**src/rtl/corelet_ctrl.sv**
```systemverilog
// Weight-stationary tile sequencer: emits the packed corelet/xmem/pmem instruction word
// for one tile per start pulse (weight load, settle gap, activation stream, OFIFO drain).
module corelet_ctrl #(
  parameter int COL = 8,
  parameter int AW  = 11,
  parameter int GAP = 4
) (
  input  logic          clk,
  input  logic          reset,
  input  logic          start,
  input  logic [AW-1:0] w_base,
  input  logic [AW-1:0] x_base,
  input  logic [AW-1:0] p_base,
  input  logic [AW-1:0] len,
  input  logic          acc_mode,
  input  logic          ofifo_valid,
  output logic [33:0]   inst,
  output logic          busy,
  output logic          done
);

  typedef enum logic [2:0] {
    IDLE   = 3'd0,
    W_L0   = 3'd1,
    W_LOAD = 3'd2,
    W_GAP  = 3'd3,
    X_L0   = 3'd4,
    X_EXEC = 3'd5,
    DRAIN  = 3'd6,
    DONE   = 3'd7
  } state_t;

  localparam logic [AW:0] COL_C  = (AW+1)'(COL);
  localparam logic [AW:0] GAP_C  = (AW+1)'(GAP);
  localparam logic [AW:0] ONE_C  = (AW+1)'(1);
  localparam logic [AW:0] ZERO_C = (AW+1)'(0);

  state_t        state_q, state_d;
  logic [AW:0]   cnt_q, cnt_d;
  logic [AW:0]   r_q, r_d;
  logic [AW:0]   w_q, w_d;
  logic          pend_q, pend_d;
  logic [AW-1:0] wb_q, wb_d, xb_q, xb_d, pb_q, pb_d, len_q, len_d;
  logic          acc_q, acc_d;
  logic [33:0]   inst_q, inst_d;
  logic          busy_q, busy_d;
  logic          done_q, done_d;

  logic [AW:0]   len_ext_s;
  logic          pcen_n_s, pwen_n_s, xcen_n_s;
  logic [AW-1:0] paddr_s, xaddr_s;
  logic          ofrd_s, l0wr_s, l0rd_s, exe_s, kl_s;

  assign len_ext_s = {1'b0, len_q};

  // Next-state, counter and instruction-field decode for the current state.
  always_comb begin
    state_d  = state_q;
    cnt_d    = cnt_q;
    r_d      = r_q;
    w_d      = w_q;
    pend_d   = 1'b0;
    wb_d     = wb_q;
    xb_d     = xb_q;
    pb_d     = pb_q;
    len_d    = len_q;
    acc_d    = acc_q;
    done_d   = 1'b0;
    pcen_n_s = 1'b1;
    pwen_n_s = 1'b1;
    paddr_s  = '0;
    xcen_n_s = 1'b1;
    xaddr_s  = '0;
    ofrd_s   = 1'b0;
    l0wr_s   = 1'b0;
    l0rd_s   = 1'b0;
    exe_s    = 1'b0;
    kl_s     = 1'b0;
    case (state_q)
      IDLE: begin
        if (start) begin
          wb_d    = w_base;
          xb_d    = x_base;
          pb_d    = p_base;
          len_d   = len;
          acc_d   = acc_mode;
          cnt_d   = ZERO_C;
          r_d     = ZERO_C;
          w_d     = ZERO_C;
          state_d = (len == '0) ? DONE : W_L0;
        end else begin
          state_d = IDLE;
        end
      end
      W_L0: begin
        // The L0 write trails the SRAM read by one cycle, hence col+1 cycles.
        if (cnt_q < COL_C) begin
          xcen_n_s = 1'b0;
          xaddr_s  = wb_q + cnt_q[AW-1:0];
        end else begin
          xcen_n_s = 1'b1;
        end
        l0wr_s = (cnt_q != ZERO_C);
        if (cnt_q == COL_C) begin
          state_d = W_LOAD;
          cnt_d   = ZERO_C;
        end else begin
          cnt_d = cnt_q + ONE_C;
        end
      end
      W_LOAD: begin
        l0rd_s = 1'b1;
        kl_s   = 1'b1;
        if (cnt_q == COL_C - ONE_C) begin
          state_d = W_GAP;
          cnt_d   = ZERO_C;
        end else begin
          cnt_d = cnt_q + ONE_C;
        end
      end
      W_GAP: begin
        if (cnt_q == GAP_C - ONE_C) begin
          state_d = X_L0;
          cnt_d   = ZERO_C;
        end else begin
          cnt_d = cnt_q + ONE_C;
        end
      end
      X_L0: begin
        if (cnt_q < len_ext_s) begin
          xcen_n_s = 1'b0;
          xaddr_s  = xb_q + cnt_q[AW-1:0];
        end else begin
          xcen_n_s = 1'b1;
        end
        l0wr_s = (cnt_q != ZERO_C);
        if (cnt_q == len_ext_s) begin
          state_d = X_EXEC;
          cnt_d   = ZERO_C;
        end else begin
          cnt_d = cnt_q + ONE_C;
        end
      end
      X_EXEC: begin
        l0rd_s = 1'b1;
        exe_s  = 1'b1;
        if (cnt_q == len_ext_s - ONE_C) begin
          state_d = DRAIN;
          cnt_d   = ZERO_C;
          r_d     = ZERO_C;
          w_d     = ZERO_C;
        end else begin
          cnt_d = cnt_q + ONE_C;
        end
      end
      DRAIN: begin
        // pend_q marks a read issued last cycle whose row is written to pmem now.
        ofrd_s = ofifo_valid && (r_q < len_ext_s);
        r_d    = r_q + {{AW{1'b0}}, ofrd_s};
        pend_d = ofrd_s;
        if (pend_q) begin
          pcen_n_s = 1'b0;
          pwen_n_s = 1'b0;
          paddr_s  = pb_q + w_q[AW-1:0];
          w_d      = w_q + ONE_C;
          if (w_q == len_ext_s - ONE_C) begin
            state_d = DONE;
          end else begin
            state_d = DRAIN;
          end
        end else begin
          w_d = w_q;
        end
      end
      DONE: begin
        done_d  = 1'b1;
        state_d = IDLE;
      end
      default: begin
        state_d = IDLE;
      end
    endcase
    busy_d = (state_q != IDLE);
    inst_d = {acc_q, pcen_n_s, pwen_n_s, paddr_s, xcen_n_s, 1'b1, xaddr_s,
              ofrd_s, l0wr_s, l0rd_s, 2'b00, exe_s, kl_s};
  end

  // State, counters, latched operands and registered outputs.
  always_ff @(posedge clk or posedge reset) begin
    if (reset) begin
      state_q <= IDLE;
      cnt_q   <= '0;
      r_q     <= '0;
      w_q     <= '0;
      pend_q  <= 1'b0;
      wb_q    <= '0;
      xb_q    <= '0;
      pb_q    <= '0;
      len_q   <= '0;
      acc_q   <= 1'b0;
      inst_q  <= 34'h1_800C_0000;
      busy_q  <= 1'b0;
      done_q  <= 1'b0;
    end else begin
      state_q <= state_d;
      cnt_q   <= cnt_d;
      r_q     <= r_d;
      w_q     <= w_d;
      pend_q  <= pend_d;
      wb_q    <= wb_d;
      xb_q    <= xb_d;
      pb_q    <= pb_d;
      len_q   <= len_d;
      acc_q   <= acc_d;
      inst_q  <= inst_d;
      busy_q  <= busy_d;
      done_q  <= done_d;
    end
  end

  assign inst = inst_q;
  assign busy = busy_q;
  assign done = done_q;

endmodule

```
**config.mk**
```make
export PLATFORM = sky130hd
export DESIGN_NAME = corelet_ctrl
export DESIGN_NICKNAME = d
export VERILOG_FILES = /design/src/rtl/corelet_ctrl.sv
export SDC_FILE = /design/constraint.sdc
export NUM_CORES = 1
export LEC_CHECK = 0
export ABC_AREA = 1
export CELL_PAD_IN_SITES_DETAIL_PLACEMENT = 0
export CELL_PAD_IN_SITES_GLOBAL_PLACEMENT = 1
export CORE_UTILIZATION = 46
export CTS_CLUSTER_DIAMETER = 50
export DETAILED_ROUTE_END_ITERATION = 10
export PLACE_DENSITY_LB_ADDON = 0.2
export SETUP_SLACK_MARGIN = 0.1
export SLEW_MARGIN = 20
export SYNTH_ARGS = -nofsm -noshare
export SYNTH_HDL_FRONTEND = slang
export SYNTH_SLANG_ARGS = --single-unit
export TNS_END_PERCENT = 100
```
**constraint.sdc**
```tcl
create_clock -name clk -period 5.6 [get_ports clk]
set_input_delay 0.84 -clock clk [delete_from_list [all_inputs] [get_ports clk]]
set_output_delay 0.84 -clock clk [all_outputs]
set_load 0.005 [all_outputs]
```
# Word level (Yosys, flattened, before mapping)
# Index checks and enable logic that the tools add are counted.
[classes]
add_sub_neg = 7
order_cmp = 3
eq_ne = 20
n_mux = 37
n_reduce_logical = 14
[ops]
columns = ["operator", "count"]
rows = [
  ["two-way mux 12 bit", 8],
  ["one-hot mux 12 bit (3 select lines)", 2],
  ["one-hot mux 12 bit (6 select lines)", 1],
  ["two-way mux 11 bit", 4],
  ["adder 11 bit", 3],
  ["adder 12 x 1 -> 12 bit (second input constant)", 2],
  ["equality test 12 bit", 2],
  ["< comparator 12 x 11 -> 1 bit", 2],
  ["two-way mux 3 bit", 8],
  ["one-hot mux 3 bit (8 select lines)", 1],
  ["one-hot mux 11 bit (2 select lines)", 1],
  ["inequality test 2 bit (second input constant)", 7],
  ["adder 12 x 1 -> 12 bit", 1],
  ["equality test 12 x 11 -> 1 bit", 1],
  ["equality test 12 x 2 -> 1 bit (second input constant)", 1],
  ["equality test 12 x 3 -> 1 bit (second input constant)", 1],
  ["equality test 12 x 4 -> 1 bit (second input constant)", 1],
  ["equality test 3 bit (second input constant)", 4],
  ["< comparator 12 x 4 -> 1 bit (second input constant)", 1],
  ["nonzero test 12 bit", 1],
  ["subtractor 11 x 1 -> 12 bit (second input constant)", 1],
  ["zero test 11 bit", 1],
  ["two-way mux 1 bit", 11],
  ["equality test 3 x 2 -> 1 bit (second input constant)", 2],
  ["11 further kinds", 14],
]
[word_totals]
register_bits = 118
output_inout_bits = 36
elab_cells = 94

# Longest topological paths before layout
# Gate-level depths: netlist of the first run.
[logic_depth]
depth_word = 5
ltp_mapped = 18

# Least setup slack after synthesis of the first run
# OpenSTA, ideal clock, no wires.
[synth_timing]
kind = "reg2reg"
start = "register len_q[5]"
end = "register r_q[8]"
setup_ns = 0.083
arrival_ns = 2.382
required_ns = 5.517
slack_ns = 3.135
path_stages_with_launch = 15
n_path_buf = 0
synth_period_minus_slack_ns = 2.465
path_cell_list = "dfrtp_1 > inv_1 > ha_1 > a21oi_1 > o21ai_0 > a2111oi_0 > nand3_1 > inv_1 > ha_1 > ha_1 > nand2_1 > inv_1 > nand3_1 > xor2_1 > o21ai_0"
[synth_via]
elab_chain_len = 4
elab_cells_between_ends = 8
cone_classes = "2 x add/sub; 1 x order compare; 2 x eq/ne; 1 x mux; 2 x reduce/logical"
[synth_lines]
columns = ["item", "line", "rtl"]
rows = [
  ["start: declaration", "43", "logic [AW-1:0] wb_q, wb_d, xb_q, xb_d, pb_q, pb_d, len_q, len_d;"],
  ["start signal: assignment", "213", "len_q <= len_d;"],
  ["< comparator 12 x 11 -> 1 bit or subtractor 11 x 1 -> 12 bit (tied branches)", "158, 147", ""],
  ["logical AND 1 bit or equality test 12 bit (tied branches)", "158, 147", ""],
  ["adder 12 x 1 -> 12 bit or inequality test 2 bit (tied branches)", "--", ""],
  ["one-hot mux 12 bit (3 select lines) or AND reduction 3 bit (tied branches)", "--", ""],
  ["end signal: assignment", "207", "r_q <= r_d;"],
  ["end: declaration", "40", "logic [AW:0] r_q, r_d;"],
]
# Several ways; a longest one is shown, not always the timed one.
# A chain may end at the register's enable or synchronous reset.

# Final worst setup path of the first run
# Ends and elaborated chain as after synthesis.

==> results.json, run 1 <==
{
  "fin_nets": 1155,
  "setup_viol": 0,
  "slowest_stage": "a2111oi_0",
  "cts.clk_slew.worst_paths_ps": 50,
  "synth_seq_cells": 116,
  "cts_hold_buf": 0,
  "ys_types": 46,
  "first_pass_iters": 4,
  "ant_nets": 0,
  "syn_area_per_cell_sq_um": 7.96,
  "reg2reg_slack_ps": 2620,
  "hold_end": "inst[33]$_DFF_PP0_",
  "p_leak_nw": 4.36,
  "drt-initial-drc-count": 431,
  "floorplan.rows": 46,
  "grt_pass1_wl_mm": 32.9,
  "relSlewSlack": 0.499,
  "insertion_delay_ps": 420,
  "syn_area_sq_um": 7600,
  "fillCellCount": 1529,
  "cp.required_ps": 5940,
  "start_util": 0.475,
  "antenna-diode-count": 0,
  "die_area_sq_um": 17000,
  "grt_pass1_vias": 6464,
  "cts_buffers": 17,
  "track_usage": 0.255,
  "port_buffers": 81,
  "holdCritPathClass": "reg2reg",
  "grt_overflow": 0,
  "cp_cell_sequence": "inv_1 -> ha_1 -> a21oi_1 -> o21ai_0 -> a2111oi_0 -> nand3_1 -> inv_1 -> ha_1 -> ha_1 -> nand2_1 -> inv_1 -> nand3_1 -> xor2_1 -> o21ai_0",
  "drv_cap": 0,
  "tritoncts": "yes",
  "worstSetupPathType": "reg2reg",
  "worst_pin_slew_ps": 750,
  "drive_above_1_share": 0.0853,
  "synth-edff-count": 0,
  "cp_top_family": "compound AO/OA/AOI/OAI gates",
  "ys_async_sr_fraction": 1.00,
  "synth_ff_type": "dfrtp_1",
  "clock_skew_ps": 5.04,
  "hold_violations": 0,
  "grt_max_degree": 79,
  "end_kind": "register",
  "place.gp.congestion": 0.857,
  "dr_total_vias": 6712,
  "register_area_sq_um": 2910,
  "worst_r2r_path_depth": 14,
  "area_growth_pct": 21.3,
  "worst_r2r_startpoint": "len_q[5]$_DFFE_PP0P_",
  "multi_input_area_sq_um": 4250,
  "post_cts_buffers": 0,
  "setup_tns_ps": 0,
  "fp.coreArea_sq_um": 16000,
  "grt_setup_unrepaired": "false",
  "crit_path_max_fanout": 6,
  "crit_arrival_ps": 3320,
  "timing.rr.end": "r_q[8]$_DFFE_PP0P_",
  "ios": 85,
  "finalInstanceArea_sq_um": 9220,
  "crit_cells": 14,
  "die_x_um": 131,
  "worstHoldPathCells": 0,
  "place.detailed.hpwl_mm": 14.8,
  "min_from": "acc_q$_DFFE_PP0P_",
  "dieHeight_um": 131,
  "viasPerCell": 5.28,
  "min_period_ps": 2980,
  "cts_sinks": 116,
  "cts_root_buf": "clkbuf_16",
  "syn-instance-count": 955,
  "peakVddDrop_v": 0.000298,
  "wl_mm": 20.1,
  "cts_max_level": 4,
  "cp-start-kind": "register",
  "antenna_found_initial": 0,
  "wire_per_inst_um": 15.8,
  "cts.repair.resized": 0,
  "fmax_mhz": 336,
  "worst-path-buf-inv": 3,
  "cts_buffer_depth": 2,
  "finalCritPeriodShare": 0.532,
  "drc": 0,
  "status": "complete, no violations",
  "placed_area_sq_um": 8620,
  "slew_violations": 0,
  "yosys_warnings": 0,
  "synth-seq-area-share": 0.382,
  "cp_slowest_stage_delay_ps": 450,
  "p_per_area_nw_per_um2": 414
}
cell type report:
type                            instances  share of cell area
Sequential cell                       116               0.315
Clock inverter                         10              0.0141
Multi-Input combinational cell        729               0.461
Timing Repair Buffer                   85              0.0916
Inverter                               93              0.0381
Tap cell                              216              0.0293
Clock buffer                           22              0.0503
metal layers:
layer | up-vias | track usage | part of all wire
met5 | - | 0 | 0
met4 | 0 | 0.0764 | 0.014
met3 | 18 | 0.0468 | 0.044
met2 | 146 | 0.422 | 0.47
met1 | 3166 | 0.341 | 0.47
li1 | 3382 | - | -
registers in the layout, indices dropped and copies added, names as in the netlist:
name,count
acc_q,1
busy,1
cnt_q,12
done,1
inst,30
len_q,11
pb_q,11
r_q,12
state_q,3
w_q,12
wb_q,11
xb_q,11
worst max-delay path by stage:
| stage | slack (ps) | to | start |
|---|---|---|---|
| after floorplan | 1690 | acc_q$_DFFE_PP0P_ | reset |
| after global placement | 2590 | w_q[8]$_DFFE_PP0P_ | start |
| after detailed placement | 2550 | w_q[7]$_DFFE_PP0P_ | start |
| after CTS | 2580 | r_q[8]$_DFFE_PP0P_ | len_q[5]$_DFFE_PP0P_ |
| after global routing | 2290 | r_q[8]$_DFFE_PP0P_ | len_q[5]$_DFFE_PP0P_ |
| final | 2620 | r_q[8]$_DFFE_PP0P_ | len_q[5]$_DFFE_PP0P_ |
cell usage in the layout (no fill, tap or decap), types with 6 or more instances in the layout:
| cell | Yosys | routed |
|---|---|---|
| inv_1 | 92 | 91 |
| o21ai_1 | 9 | 9 |
| nor2_1 | 95 | 95 |
| o22ai_1 | 6 | 6 |
| a21oi_1 | 62 | 62 |
| dfrtp_1 | 114 | 114 |
| xnor2_1 | 6 | 6 |
| nand4_1 | 7 | 7 |
| nand2_1 | 213 | 213 |
| nand3_1 | 80 | 79 |
| o21ai_0 | 57 | 57 |
| clkbuf_16 | 0 | 17 |
| clkdlybuf4s50_1 | 0 | 81 |
| ha_1 | 61 | 61 |
| xor2_1 | 26 | 26 |
| nor3_1 | 19 | 19 |
| mux2_2 | 34 | 34 |
cells by family after synthesis:
kind of cell | count (synthesis) | synth area share
AND/OR/NAND/NOR | 441 | 0.250
AO/OA/AOI/OAI | 155 | 0.112
flip-flops | 116 | 0.382
buffers and inverters | 111 | 0.0589
adder cells (fa/ha/maj) | 64 | 0.108
multiplexers | 34 | 0.0504
XOR/XNOR | 32 | 0.0369
other | 2 | 0.000988
worst reg2reg max path: stages (launching register included):
cell and delay (ps):
dfrtp_1 430, inv_1 210, ha_1 290, a21oi_1 140
o21ai_0 90, a2111oi_0 450, nand3_1 170, inv_1 90
ha_1 220, ha_1 280, nand2_1 70, inv_1 80
nand3_1 90, xor2_1 150, o21ai_0 140
cells in the mapped netlist, types with 3 or more instances:
cell type,number,area (sq um)
o2111ai_1,5,43.8
inv_1,92,345
ha_1,61,763
a21oi_1,62,310
nand4_1,7,43.8
nor3_1,19,95.1
or2_2,3,18.8
nor2_2,4,25.0
o22ai_1,6,37.5
nor2_1,95,357
dfrtp_1,114,2850
a31oi_1,3,18.8
buf_4,5,37.5
nand2_1,213,800
nand2_2,5,31.3
nor4_1,5,31.3
xnor2_1,6,52.6
fa_1,3,60.1
xor2_1,26,228
mux2_2,34,383
o21ai_0,57,285
nand3_1,80,400
nand3b_1,3,22.5
buf_2,4,20.0
o21ai_1,9,45.0
clkbuf_1,8,30.0
metrics by stage:
stage,setup WS [ps],power (mW),std cells,utilization,hold slack (ps)
after floorplan,1690,2.26,956,-,349
after global placement,2590,2.70,1239,0.539,355
after detailed placement,2550,2.71,1239,0.539,356
after CTS,2580,3.84,1271,0.576,369
after global routing,2290,4.10,1271,0.576,382
final,2620,3.82,1271,0.576,369
where the power goes:
part           internal (mW)  total (mW)  switching [mW]
sequential              1.07        1.24           0.168
clock                  0.718        1.11           0.391
combinational          0.594        1.47           0.874
No activity file was read; power rests on OpenSTA's default activity.
==> run 2, diff against run 1 <==
--- a/config.mk
+++ b/config.mk
@@ -8,7 +8,7 @@
 export ABC_AREA = 1
 export CELL_PAD_IN_SITES_DETAIL_PLACEMENT = 0
 export CELL_PAD_IN_SITES_GLOBAL_PLACEMENT = 1
-export CORE_UTILIZATION = 46
+export CORE_UTILIZATION = 39
 export CTS_CLUSTER_DIAMETER = 50
 export DETAILED_ROUTE_END_ITERATION = 10
 export PLACE_DENSITY_LB_ADDON = 0.2
==> constraint.sdc (replaced) <==
create_clock -name clk -period 2.7 [get_ports clk]
set_input_delay 0.405 -clock clk [delete_from_list [all_inputs] [get_ports clk]]
set_output_delay 0.405 -clock clk [all_outputs]
set_load 0.005 [all_outputs]
==> run 2 against run 1 <==
  * Wire length is 4.8% higher
  * Total power is 110% higher
  * Maximum frequency rose by 21%
  * Utilization shrank 6.6 points
  * Count of clock-buffer cells in the layout unchanged
  * Hold slack gained 4.0 ps
  * Non-clock buffer count increased by 37
  * Sequential share of layout area is 1.4 points lower
  * Largest cell class unchanged
==> results.json, run 2 (synthesis results as in run 1) <==
{
  "status": "complete, no violations",
  "cp.required_ps": 3050,
  "area_growth_pct": 26.9,
  "crit_path_max_fanout": 8,
  "dieHeight_um": 142,
  "ios": 85,
  "cts_max_level": 4,
  "p_leak_nw": 4.54,
  "hold_violations": 0,
  "worst_pin_slew_ps": 832,
  "largest_reg_flops": 30,
  "grt_overflow": 0,
  "drv_cap": 0,
  "drive_above_1_share": 0.125,
  "wl_mm": 21.0,
  "setup_tns_ps": 0,
  "ant_nets": 0,
  "holdCritPathClass": "reg2reg",
  "cts_buffer_depth": 2,
  "first_pass_iters": 5,
  "final_common_cell": "nand2_1",
  "p_per_area_nw_per_um2": 845,
  "dp.cells": 1317,
  "end_kind": "register",
  "cts_buffers": 17,
  "grt_max_degree": 33,
  "worstSetupPathType": "reg2reg",
  "place.gp.congestion": 0.914,
  "die_x_um": 142,
  "fillCellCount": 1919,
  "cts.clk_slew.worst_paths_ps": 60,
  "viasPerCell": 5.09,
  "peakVddDrop_v": 0.000527,
  "cts_sinks": 116,
  "finalCritPeriodShare": 0.914,
  "grt_setup_unrepaired": "true",
  "clock_skew_ps": 7.15,
  "antenna_found_initial": 0,
  "drc": 0,
  "place.detailed.hpwl_mm": 16.1,
  "track_usage": 0.224,
  "start_util": 0.402,
  "dr_total_vias": 6893,
  "min_period_ps": 2470,
  "cts_hold_buf": 0,
  "layout_common_cells": "213 x nand2_1, 114 x dfrtp_1, 93 x nor2_1, 90 x inv_1, 81 x clkdlybuf4s50_1",
  "slew_violations": 0,
  "insertion_delay_ps": 420,
  "wire_per_inst_um": 15.5,
  "relSlewSlack": 0.445,
  "whs_ps": 373,
  "fmax_mhz": 405,
  "port_buffers": 81,
  "antenna-diode-count": 0,
  "die_area_sq_um": 20000,
  "drt-initial-drc-count": 403,
  "cts_root_buf": "clkbuf_16",
  "setup_viol": 0,
  "fp.coreArea_sq_um": 18900,
  "tritoncts": "yes",
  "grt_pass1_wl_mm": 34.3,
  "grt_pass1_vias": 6581,
  "cp-start-kind": "register",
  "crit_arrival_ps": 2820,
  "fin_cells": 1354,
  "floorplan.rows": 50,
  "fin_nets": 1194
}
==> run 2: metal layers <==
layer	wire [um]	track usage	up-vias
met5	0	0	-
met4	304	0.0640	0
met3	965	0.0499	19
met2	9770	0.357	183
met1	9960	0.304	3220
li1	-	-	3471
==> run 2: where the power goes <==
| group | switching (mW) | internal [mW] |
|---|---|---|
| clock | 0.816 | 1.40 |
| combinational | 1.93 | 1.46 |
| sequential | 0.329 | 2.22 |
==> run 2: final timing paths <==
kind	from	end	slack, ps	cells after the start
min in group asynchronous	reset	inst[21]$_DFF_PP0_	460	2
hold / removal	acc_q$_DFFE_PP0P_	inst[33]$_DFF_PP0_	370	0
setup / recovery	state_q[2]$_DFFE_PP0P_	state_q[1]$_DFFE_PP0P_	230	8
setup reg to reg	state_q[2]$_DFFE_PP0P_	state_q[1]$_DFFE_PP0P_	230	8
hold reg to reg	acc_q$_DFFE_PP0P_	inst[33]$_DFF_PP0_	370	0
max in group asynchronous	reset	inst[19]$_DFF_PP1_	1590	3
==> run 2: final cells by class <==
type | count | area, sq um | share of cell area
flip-flops and latches | 116 | 2910 | 0.301
clock buffers | 22 | 464 | 0.0481
multi-input cells | 731 | 4330 | 0.449
inverters | 93 | 353 | 0.0366
clock inverters | 10 | 108 | 0.0112
repair buffers | 122 | 1160 | 0.120
well taps | 260 | 325 | 0.0337
==> run 2: worst max-delay path, stage by stage (launching register included) <==
cell and delay, ps:
dfrtp_1 480, inv_1 180, nor3_2 410, inv_1 210
nor2_2 680, inv_1 130, nand4_1 180, nand2_1 70
nand2_1 70
==> run 2: timing repair <==
item / 4_1_cts / 5_1_grt
resized for setup: 0 / 15
setup endpoints to repair: 0 / 35
buffers inserted: 0 / 3
==> run 2: metrics by stage <==
stage	setup slack, ps	cell area, sq um	util	power [mW]
CTS	110	9540	0.505	8.12
finish	232	9640	0.510	8.15
detailed placement	111	8970	0.475	5.85
global route	71.6	9640	0.510	8.78
floorplan	235	7610	-	4.68
global placement	139	8970	0.475	5.86
==> run 3, diff against run 2 <==
--- a/config.mk
+++ b/config.mk
@@ -11,7 +11,7 @@
 export CORE_UTILIZATION = 39
 export CTS_CLUSTER_DIAMETER = 50
 export DETAILED_ROUTE_END_ITERATION = 10
-export PLACE_DENSITY_LB_ADDON = 0.2
+export PLACE_DENSITY_LB_ADDON = 0.1
 export SETUP_SLACK_MARGIN = 0.1
 export SLEW_MARGIN = 20
 export SYNTH_ARGS = -nofsm -noshare
==> run 3 against run 2 <==
  * Critical endpoint is now inst[15]$_DFF_PP0_
  * Highest routed layer unchanged
  * Hold slack worse by 100 ps
  * Critical path depth is 5 higher
  * Total power is 1.9% higher
  * Register-to-register slack better by 60 ps
  * First-iteration DRC count is 16% lower
  * Largest power group unchanged
  * Worst setup slack better by 58 ps
==> results.json, run 3 (synthesis results as in run 1) <==
{
  "clock_skew_ps": 7.76,
  "antenna_found_initial": 0,
  "min_period_ps": 2410,
  "cts_buffers": 17,
  "cts_root_buf": "clkbuf_16",
  "holdCritPathClass": "in2async",
  "finalInstanceArea_sq_um": 9670,
  "hold_violations": 0,
  "peakVddDrop_v": 0.000424,
  "slowest_stage": "fa_1",
  "grt_max_degree": 90,
  "drt-initial-drc-count": 340,
  "dieHeight_um": 142,
  "die_x_um": 142,
  "cts_hold_buf": 0,
  "worst_r2r_startpoint": "cnt_q[0]$_DFFE_PP0P_",
  "cp.required_ps": 3000,
  "end_kind": "register",
  "grt_overflow": 0,
  "grt_pass1_wl_mm": 34.9,
  "slew_violations": 0,
  "crit_path_max_fanout": 4,
  "fmax_mhz": 415,
  "port_buffers": 81,
  "ios": 85,
  "fin_nets": 1193,
  "register_area_sq_um": 2910,
  "finalCritPeriodShare": 0.893,
  "final_common_cell": "nand2_1",
  "insertion_delay_ps": 430,
  "setup_viol": 0,
  "viasPerCell": 5.07,
  "floorplan.rows": 50,
  "crit_top_cell": "nand2_1",
  "finalWorstSetupSlack_ps": 290,
  "cp_cell_sequence": "buf_4 -> ha_1 -> fa_1 -> nand3_1 -> nand3_1 -> nand2_1 -> nand2_1 -> a21oi_1 -> nor2_1 -> o22ai_1 -> nand2_1 -> nand2_1 -> o21ai_0",
  "dr_total_vias": 6862,
  "fin_cells": 1353,
  "cts_max_level": 4,
  "die_area_sq_um": 20000,
  "p_int_mw": 5.20,
  "layout_common_cells": "213 x nand2_1, 114 x dfrtp_1, 95 x nor2_1, 84 x inv_1, 81 x clkdlybuf4s50_1",
  "track_usage": 0.229,
  "p_per_area_nw_per_um2": 858,
  "grt_pass1_vias": 6605,
  "switching_power_mw": 3.10,
  "setup.worst_path.end": "inst[15]$_DFF_PP0_",
  "placed_area_sq_um": 8940,
  "drc": 0,
  "setup_tns_ps": 0,
  "cts_buffer_depth": 2,
  "dp.cells": 1315,
  "cts.clk_slew.worst_paths_ps": 60,
  "fillCellCount": 1872,
  "p_seq_frac": 0.306,
  "cp-start-kind": "register",
  "crit_arrival_ps": 2710,
  "first_pass_iters": 5,
  "timing.rr.end": "inst[15]$_DFF_PP0_",
  "p_leak_nw": 4.52,
  "p_comb_frac": 0.415,
  "p_clk_frac": 0.279,
  "wl_mm": 21.6,
  "tritoncts": "yes",
  "place.detailed.hpwl_mm": 16.2,
  "pre_cts_ws_ps": 126,
  "antenna-diode-count": 0,
  "drv_cap": 0,
  "area_growth_pct": 27.3,
  "wire_per_inst_um": 16.0,
  "startpoint": "cnt_q[0]$_DFFE_PP0P_",
  "switching_share": 0.374,
  "worst_pin_slew_ps": 631,
  "fp.coreArea_sq_um": 18900,
  "worst_r2r_path_depth": 13,
  "grt_setup_unrepaired": "false",
  "relSlewSlack": 0.576,
  "place.gp.congestion": 0.908,
  "cts_sinks": 116,
  "ant_nets": 0,
  "drive_above_1_share": 0.131,
  "reg2reg_slack_ps": 290,
  "largest_reg_flops": 30,
  "start_util": 0.402,
  "cp_slowest_stage_delay_ps": 460,
  "whs_ps": 271,
  "status": "complete, no violations",
  "worstSetupPathType": "reg2reg",
  "multi_input_area_sq_um": 4360
}
==> run 3: cell types whose count changed in the layout (fill, tap and decap cells not counted), moves of 2 or more <==
cell / previous run / this run
nand3_1: 79 / 77
ha_4: 2 / 4
inv_2: 2 / 8
clkinv_2: 5 / 3
inv_1: 90 / 84
nor2_1: 93 / 95
nand3_2: 1 / 3
ha_1: 58 / 56
==> run 3: routing by layer <==
metal	vias to the layer above	track usage	routed length [um]
met5	-	0	0
li1	3465	-	-
met4	0	0.0911	546
met1	3217	0.309	10300
met3	34	0.0388	778
met2	146	0.366	9940
==> run 3: critical path, delay by kind of cell, from the launching register on <==
family / cells / cell delay, ps
AO/OA/AOI/OAI: 3 / 450
AND/OR/NAND/NOR: 7 / 560
flip-flops: 1 / 400
buffers and inverters: 1 / 150
adder cells (fa/ha/maj): 2 / 720
==> run 3: worst min path at each step <==
stage                          end  slack [ps]  cells past startpoint
2_1_floorplan   inst[33]$_DFF_PP0_         350                      0
3_3_place_gp    inst[33]$_DFF_PP0_         350                      0
3_5_place_dp    inst[33]$_DFF_PP0_         370                      0
4_1_cts        r_q[11]$_DFFE_PP0P_         270                      2
5_1_grt        r_q[11]$_DFFE_PP0P_         280                      2
6_report       r_q[11]$_DFFE_PP0P_         270                      2
==> run 3: power groups by stage <==
stage	Clock [mW]	Sequential (mW)	Combinational (mW)
5_1_grt	2.44	2.61	3.87
4_1_cts	2.36	2.55	3.31
3_3_place_gp	0	2.55	3.29
3_5_place_dp	0	2.57	3.30
2_1_floorplan	0	2.50	2.18
6_report	2.31	2.54	3.44
==> run 3: through the flow <==
stage / utilization / total power [mW]
finish: 0.512 / 8.30
CTS: 0.505 / 8.23
floorplan: - / 4.68
global placement: 0.473 / 5.85
detailed placement: 0.473 / 5.87
global route: 0.512 / 8.91
==> run 3: cell type report <==
cell class | instances | area share
multi-input combinational | 731 | 0.451
sequential | 116 | 0.300
timing repair buffer | 121 | 0.117
clock buffer | 23 | 0.0484
inverter | 93 | 0.0365
tap | 260 | 0.0336
clock inverter | 9 | 0.0132
==> run 3: what timing repair did <==
| item | 4_1_cts | 5_1_grt |
|---|---|---|
| gates resized for setup | 0 | 24 |
| setup buffers | 0 | 4 |
| setup endpoints to repair | 0 | 37 |
